===== config.mk =====
export PLATFORM = sky130hd
export DESIGN_NAME = win16_sum
export DESIGN_NICKNAME = d
export VERILOG_FILES = /design/src/rtl/win16_sum.sv
export SDC_FILE = /design/constraint.sdc
export NUM_CORES = 1
export LEC_CHECK = 0
export ABC_AREA = 0
export BUFFER_PORTS_ARGS = -buffer_cell sky130_fd_sc_hd__buf_2
export CORE_UTILIZATION = 45
export CTS_CLUSTER_DIAMETER = 80
export DETAILED_ROUTE_END_ITERATION = 8
export MAX_ROUTING_LAYER = met4
export SETUP_SLACK_MARGIN = 0.05
export SYNTH_ARGS = -nofsm -noshare
export SYNTH_HDL_FRONTEND = slang
export SYNTH_SLANG_ARGS = --single-unit
export TNS_END_PERCENT = 20

===== constraint.sdc =====
create_clock -name clk -period 5.61 [get_ports clk]
set_clock_uncertainty 0.05 [all_clocks]
set_input_delay 0.2805 -clock clk [delete_from_list [all_inputs] [get_ports clk]]
set_output_delay 0.2805 -clock clk [all_outputs]
set_load 0.005 [all_outputs]

===== src/rtl/win16_sum.sv =====
// -----------------------------------------------------------------------------
// win16_sum -- sliding-window accumulator
//
// Keeps a running sum of the last 2**N_LOG2 accepted samples (16 by default).
// It smooths the stream from the 9-bit trapezoid waveform generator. Once the
// window is full, it produces one registered sum for each accepted sample.
//
// Optional feature (compile-time macro WIN16_SUM_AVG_EN):
//   When the macro is defined, the block adds output avg_out. avg_out is the
//   window mean, rounded half up. It is registered together with sum_out.
//
// Ports
//   clk       in   1        system clock, rising edge
//   res       in   1        asynchronous active-high reset
//   clr       in   1        synchronous clear: flushes the window, like reset
//   din_vld   in   1        sample strobe
//   din       in   DW       unsigned sample
//   sum_out   out  SW       sum of the last N accepted samples (SW = DW+N_LOG2)
//   sum_vld   out  1        1-cycle pulse: sum_out updated while window full
//   win_full  out  1        level: at least N samples accepted since reset/clr
//   avg_out   out  DW       (WIN16_SUM_AVG_EN only) rounded window mean
// -----------------------------------------------------------------------------
module win16_sum #(
  parameter int DW     = 9,
  parameter int N_LOG2 = 4
) (
  input  logic                   clk,
  input  logic                   res,
  input  logic                   clr,
  input  logic                   din_vld,
  input  logic [DW-1:0]          din,
  output logic [DW+N_LOG2-1:0]   sum_out,
  output logic                   sum_vld,
`ifdef WIN16_SUM_AVG_EN
  output logic [DW-1:0]          avg_out,
`endif
  output logic                   win_full
);

  localparam int SW = DW + N_LOG2;
  localparam int N  = 1 << N_LOG2;

  localparam logic ST_FILL = 1'b0;
  localparam logic ST_RUN  = 1'b1;

  logic [DW-1:0]     buf_q [N];
  logic [N_LOG2-1:0] wr_ptr_q, wr_ptr_d;
  logic [N_LOG2-1:0] fill_cnt_q, fill_cnt_d;
  logic              state_q, state_d;
  logic [SW-1:0]     sum_q, sum_d;
  logic              sum_vld_q, sum_vld_d;
  logic              win_full_q, win_full_d;
  logic              accept;
  logic              last_fill;
  logic [SW-1:0]     sum_next;

`ifdef WIN16_SUM_AVG_EN
  logic [DW-1:0]     avg_q, avg_d;

  // Round half up: add half an LSB of the divided result, then shift.
  // One extra bit absorbs the rounding carry.
  function automatic logic [DW-1:0] round_avg(input logic [SW-1:0] s);
    logic [SW:0] t;
    t = {1'b0, s} + (SW+1)'(1 << (N_LOG2-1));
    return t[N_LOG2 +: DW];
  endfunction
`endif

  // A clear on the same edge as a valid sample takes priority.
  // The sample is dropped.
  assign accept    = din_vld & ~clr;
  assign last_fill = (state_q == ST_FILL) && (fill_cnt_q == N_LOG2'(N-1));

  // The slot being overwritten holds the oldest sample. During fill that slot
  // is still zero, so the same update rule is exact from the first sample on.
  assign sum_next  = sum_q + SW'(din) - SW'(buf_q[wr_ptr_q]);

  always_comb begin
    wr_ptr_d   = wr_ptr_q;
    fill_cnt_d = fill_cnt_q;
    state_d    = state_q;
    sum_d      = sum_q;
    sum_vld_d  = 1'b0;
    win_full_d = win_full_q;
`ifdef WIN16_SUM_AVG_EN
    avg_d      = avg_q;
`endif
    if (clr) begin
      wr_ptr_d   = '0;
      fill_cnt_d = '0;
      state_d    = ST_FILL;
      sum_d      = '0;
      win_full_d = 1'b0;
`ifdef WIN16_SUM_AVG_EN
      avg_d      = '0;
`endif
    end else if (accept) begin
      wr_ptr_d = wr_ptr_q + 1'b1;
      sum_d    = sum_next;
`ifdef WIN16_SUM_AVG_EN
      avg_d    = round_avg(sum_next);
`endif
      if (state_q == ST_RUN) begin
        sum_vld_d = 1'b1;
      end else begin
        fill_cnt_d = fill_cnt_q + 1'b1;
        if (last_fill) begin
          state_d    = ST_RUN;
          win_full_d = 1'b1;
          sum_vld_d  = 1'b1;
        end
      end
    end
  end

  always_ff @(posedge clk or posedge res) begin
    if (res) begin
      for (int i = 0; i < N; i++) buf_q[i] <= '0;
      wr_ptr_q   <= '0;
      fill_cnt_q <= '0;
      state_q    <= ST_FILL;
      sum_q      <= '0;
      sum_vld_q  <= 1'b0;
      win_full_q <= 1'b0;
`ifdef WIN16_SUM_AVG_EN
      avg_q      <= '0;
`endif
    end else begin
      if (clr) begin
        for (int i = 0; i < N; i++) buf_q[i] <= '0;
      end else if (accept) begin
        buf_q[wr_ptr_q] <= din;
      end
      wr_ptr_q   <= wr_ptr_d;
      fill_cnt_q <= fill_cnt_d;
      state_q    <= state_d;
      sum_q      <= sum_d;
      sum_vld_q  <= sum_vld_d;
      win_full_q <= win_full_d;
`ifdef WIN16_SUM_AVG_EN
      avg_q      <= avg_d;
`endif
    end
  end

  assign sum_out  = sum_q;
  assign sum_vld  = sum_vld_q;
  assign win_full = win_full_q;
`ifdef WIN16_SUM_AVG_EN
  assign avg_out  = avg_q;
`endif

endmodule


; Yosys cells after proc, flatten, opt, wreduce, memory -nomap -nowiden
; Cells that the tools add are included.
[word_totals]
register_bits = 168
word_cells = 65
inputBits = 13
output_inout_bits = 15
[classes]
eq_ne = 2
addsub = 4
n_lt_le_gt_ge = 2
bitwise = 4
muxes = 25
reduce_logical = 6
[op_table]
columns = operator, count
row1 = 2-to-1 mux 144 bit, 2
row2 = bitwise mux 144 bit, 1
row3 = binary-select mux 9 bit (select 4 bit), 1
row4 = demux 9 bit (select 4 bit), 1
row5 = 2-to-1 mux 9 bit, 3
row6 = 2-to-1 mux 13 bit, 2
row7 = 2-to-1 mux 4 bit, 5
row8 = adder 13 x 9 -> 13 bit, 1
row9 = subtractor 13 x 9 -> 13 bit, 1
row10 = 2-to-1 mux 1 bit, 10
row11 = adder 4 x 1 -> 4 bit (second input constant), 2
row12 = >= comparator 5 bit (second input constant), 1
row13 = less-than comparator 5 x 1 -> 1 bit (second input constant), 1
row14 = NOT 4 -> 5 bit, 1
row15 = equality test 4 bit (second input constant), 1
row16 = nonzero test 2 bit, 2
row17 = AND reduction 3 bit, 1
row18 = logical AND 1 bit, 2
row19 = inequality test 2 bit (second input constant), 1
row20 = NOT 1 bit, 2
row21 = AND reduction 2 bit, 1
row22 = bitwise AND 1 bit, 1

; Longest topological paths before layout
[logic_depth]
word_depth = 8
depth_mapped = 13
mapped_depth_nobuf = 12

; Least setup slack after synthesis
; No wires, ideal clock.
[synth_timing]
path_kind = register to register
startpoint = register wr_ptr_q[1]
endpoint = register sum_q[9], in the netlist sum_out[9]
n_path_buf = 2
synth_period_minus_slack_ns = 3.874
path_slack_ns = 1.736
path_stages_with_launch = 13
arrival_ns = 3.702
cell_sequence = dfrtp_1 -> clkbuf_1 -> buf_2 -> mux4_2 -> mux4_2 -> fa_1 -> inv_1 -> ha_1 -> and2_4 -> a221oi_4 -> a211oi_1 -> or3_1 -> a32o_1
[synth_via]
elab_chain_cells = 7
[synth_rtl]
columns = element, line
row1 = "start, declared", 47  ; logic [N_LOG2-1:0] wr_ptr_q, wr_ptr_d;
row2 = "start signal, assigned", 134  ; wr_ptr_q <= wr_ptr_d;
row3 = NOT 4 -> 5 bit (implied by the code), 76  ; assign sum_next = sum_q + SW'(din) - SW'(buf_q[wr_ptr_q]);
row4 = binary-select mux 9 bit (select 4 bit), 76
row5 = 2-to-1 mux 9 bit (implied by the code) (2 in series), 76
row6 = subtractor 13 x 9 -> 13 bit, 76
row7 = 2-to-1 mux 13 bit, 97  ; end else if (accept) begin
row8 = 2-to-1 mux 13 bit, 88  ; if (clr) begin
row9 = "end signal, assigned", 137  ; sum_q <= sum_d;
row10 = "end, declared", 50  ; logic [SW-1:0] sum_q, sum_d;
; No other way between the ends. The select of a mux whose other input is x is not followed.
; A chain may end at the register's enable or synchronous reset.

; Final worst setup path
[layout_timing]
startpoint = register wr_ptr_q[0]
endpoint = register sum_q[9], in the netlist sum_out[9]
; The elaborated chain is that of the path after synthesis.

==> results_dict.tcl <==
set metrics [dict create \
    max_freq_mhz 224.6 \
    core_um2 19460 \
    endpoint_kind "flip-flop" \
    synth.yosys.seq_area_share 0.4717 \
    n_antenna_cell 0 \
    drc 0 \
    routedWlPerCell_um 20.67 \
    worstSetupPathType "flip-flop to flip-flop" \
    drv_slew 0 \
    cp_data_required_time_ps 5890 \
    fin_tns_setup_ps 0 \
    fin_crit_sh 0.7936 \
    ys_ff_latch 168 \
    worstMarginPinSlew_ps 1142 \
    p_leak_nw 4.112 \
    crit_fanout 21 \
    cap_viol_max_count 0 \
    portBuffers 27 \
    cp-start-kind "flip-flop" \
    cts_resized 0 \
    track_usage 0.2732 \
    rows 51 \
    hold_class "primary input to flip-flop" \
    async_flop_share 1.000 \
    outcome "finished clean" \
    clkTransAtPathRegs_ps 70 \
    antenna_left 0 \
    rsz0062_at_grt "false" \
    dr.pass1.iters 6 \
    cts_tree "built" \
    clock-sinks 168 \
    syn-num-nets 982 \
    totalWireLength_um 25070 \
    grt_pass1_vias 6818 \
    fp.dieH_um 142.7 \
    synth_area_um2 8912 \
    cts_max_path_buffers 2 \
    whs_ps 204.6 \
    nets 975 \
    final_common_cell "nand2_1" \
    yosysWarnings 0 \
    grt_antenna_before_repair 0 \
    io_pins 28 \
    synth_edf_count 0 \
    htreeDepth 4 \
    synthCells 942 \
    root_buffer "clkbuf_16" \
    dp_hpwl_um 16010 \
    grt_pass1_wl_um 39940 \
    gp_congestion 0.8713 \
    peakVddDrop_uv 211.1 \
    drive_above_1_share 0.1203 \
    die_w_um 142.7 \
    start_util 0.4579 \
    cts_made_buffers 17 \
    synthFlopType "dfrtp_1" \
    max_slew_margin 0.2388 \
    first_iter_violations 647 \
    power.density_nw_per_um2 344.1 \
    synth_cell_types 46 \
    layout_min_cycle_time_ps 4452 \
    grt_max_degree 105 \
    mostFrequentLayoutCells "nand2_1, dfrtp_1, a21oi_1, inv_1, mux4_2" \
    finalHoldViolCount 0 \
    die_area_um2 20370 \
    setup_violations 0 \
    area_growth_pct 9.659 \
    arrival_ps 4730 \
    vias 6908 \
    worst-r2r-setup-slack_ps 1160 \
    viasPerCell 5.695 \
    clk_latency_ps 440 \
    grt.overflow.total 0 \
    syn_area_per_cell_um2 9.461 \
]
-- what timing repair did --
action / CTS / global route
hold endpoints to repair: 67 / 0
hold buffers: 1 / 0
buffers inserted: 0 / 0
-- metal layers --
layer	part of all wire	global-route usage	vias to the layer above
li1	-	-	3182
met3	0.057	0.05533	45
met4	0.030	0.09960	0
met1	0.44	0.3553	3448
met2	0.48	0.4244	233
met5	0	-	-
-- final timing paths --
| path | start | end | cells past startpoint |
|---|---|---|---|
| min reg2reg | win_full | win_full | 2 |
| max reg2reg | wr_ptr_q[0] | sum_out[9] | 11 |
| min in group asynchronous | res | buf_q[11] | 3 |
| max in group asynchronous | res | buf_q[3] | 4 |
| min | din[4] | buf_q[13] | 3 |
| max | wr_ptr_q[0] | sum_out[9] | 11 |
-- worst max-delay path, cell delays in order, from the launching register on --
cell and delay, ps:
dfrtp_2 780, buf_4 300, mux4_1 560, mux4_2 490
fa_1 490, inv_1 40, ha_1 370, and2_4 180
a221oi_4 300, a211oi_1 140, or3_1 360, a32o_1 240
-- registers in the layout (all words and copies together), names as in the netlist --
register and count:
buf_q 144, fill_cnt_q 4, win_full 1, sum_out 13, wr_ptr_q 4, sum_vld 1
state_q 1
-- kinds of logic (layout without fill, tap and decap cells) --
group	after synthesis	in the layout	share of synthesized area
XOR/XNOR	9	9	0.008844
AO/OA/AOI/OAI	192	192	0.1195
flip-flops	168	168	0.4717
buffers and inverters	106	112	0.04914
adder cells (fa/ha/maj)	27	27	0.04549
multiplexers	54	54	0.1272
AND/OR/NAND/NOR	386	386	0.1782
-- Yosys cell counts (2+ instances only) --
master      n  area, µm²
a211o_1     2      17.52
a211oi_1    6      45.04
a21o_1      4      30.03
a21oi_1   157      785.8
a32o_1      2      20.02
and3_1      4      25.02
buf_1       4      15.01
buf_2      10      50.05
clkbuf_1   47      176.4
dfrtp_1   168       4204
fa_1        9      180.2
ha_1       18      225.2
inv_1      42      157.7
mux2i_1     9      90.09
mux4_1      8      210.2
mux4_2     37      833.3
nand2_1   300       1126
nand2b_1    9      56.30
nand3_1    15      75.07
nand4_1     7      43.79
nor2_1     31      116.4
nor2b_1     8      50.05
nor3_1      2      10.01
nor3_2      4      40.04
o211ai_1    2      15.01
o21a_1      2      15.01
o21ai_0     9      45.04
xnor2_1     5      43.79
xor2_1      4      35.03
-- per-stage QoR --
step	std cells	cell area (µm²)	power (W)	setup slack, ps	util
floorplan	942	8912	0.001976	732.8	-
global placement	1180	9183	0.002187	1203	0.4718
detailed placement	1180	9183	0.002193	1174	0.4718
CTS	1213	9773	0.003369	1154	0.5022
global route	1213	9773	0.003533	912.9	0.5022
finish	1213	9773	0.003363	1158	0.5022
-- area by class of cell --
type                       instances  area (µm²)
tap                              265       331.6
clock buffer                      19       442.9
multi-input combinational        668        4270
sequential                       168        4205
clock inverter                    13       137.6
fill                            1839        9689
timing repair buffer              38       222.7
inverter                          42       162.7
-- power by group --
group / leakage, nW / internal [W] / switching [W]
sequential: 2.33 / 0.00126 / 0.0000548
clock: 0.279 / 0.000637 / 0.000547
combinational: 1.51 / 0.000352 / 0.000512
total: 4.11 / 0.00225 / 0.00111
Note: power is estimated with default switching activity, not from simulation.
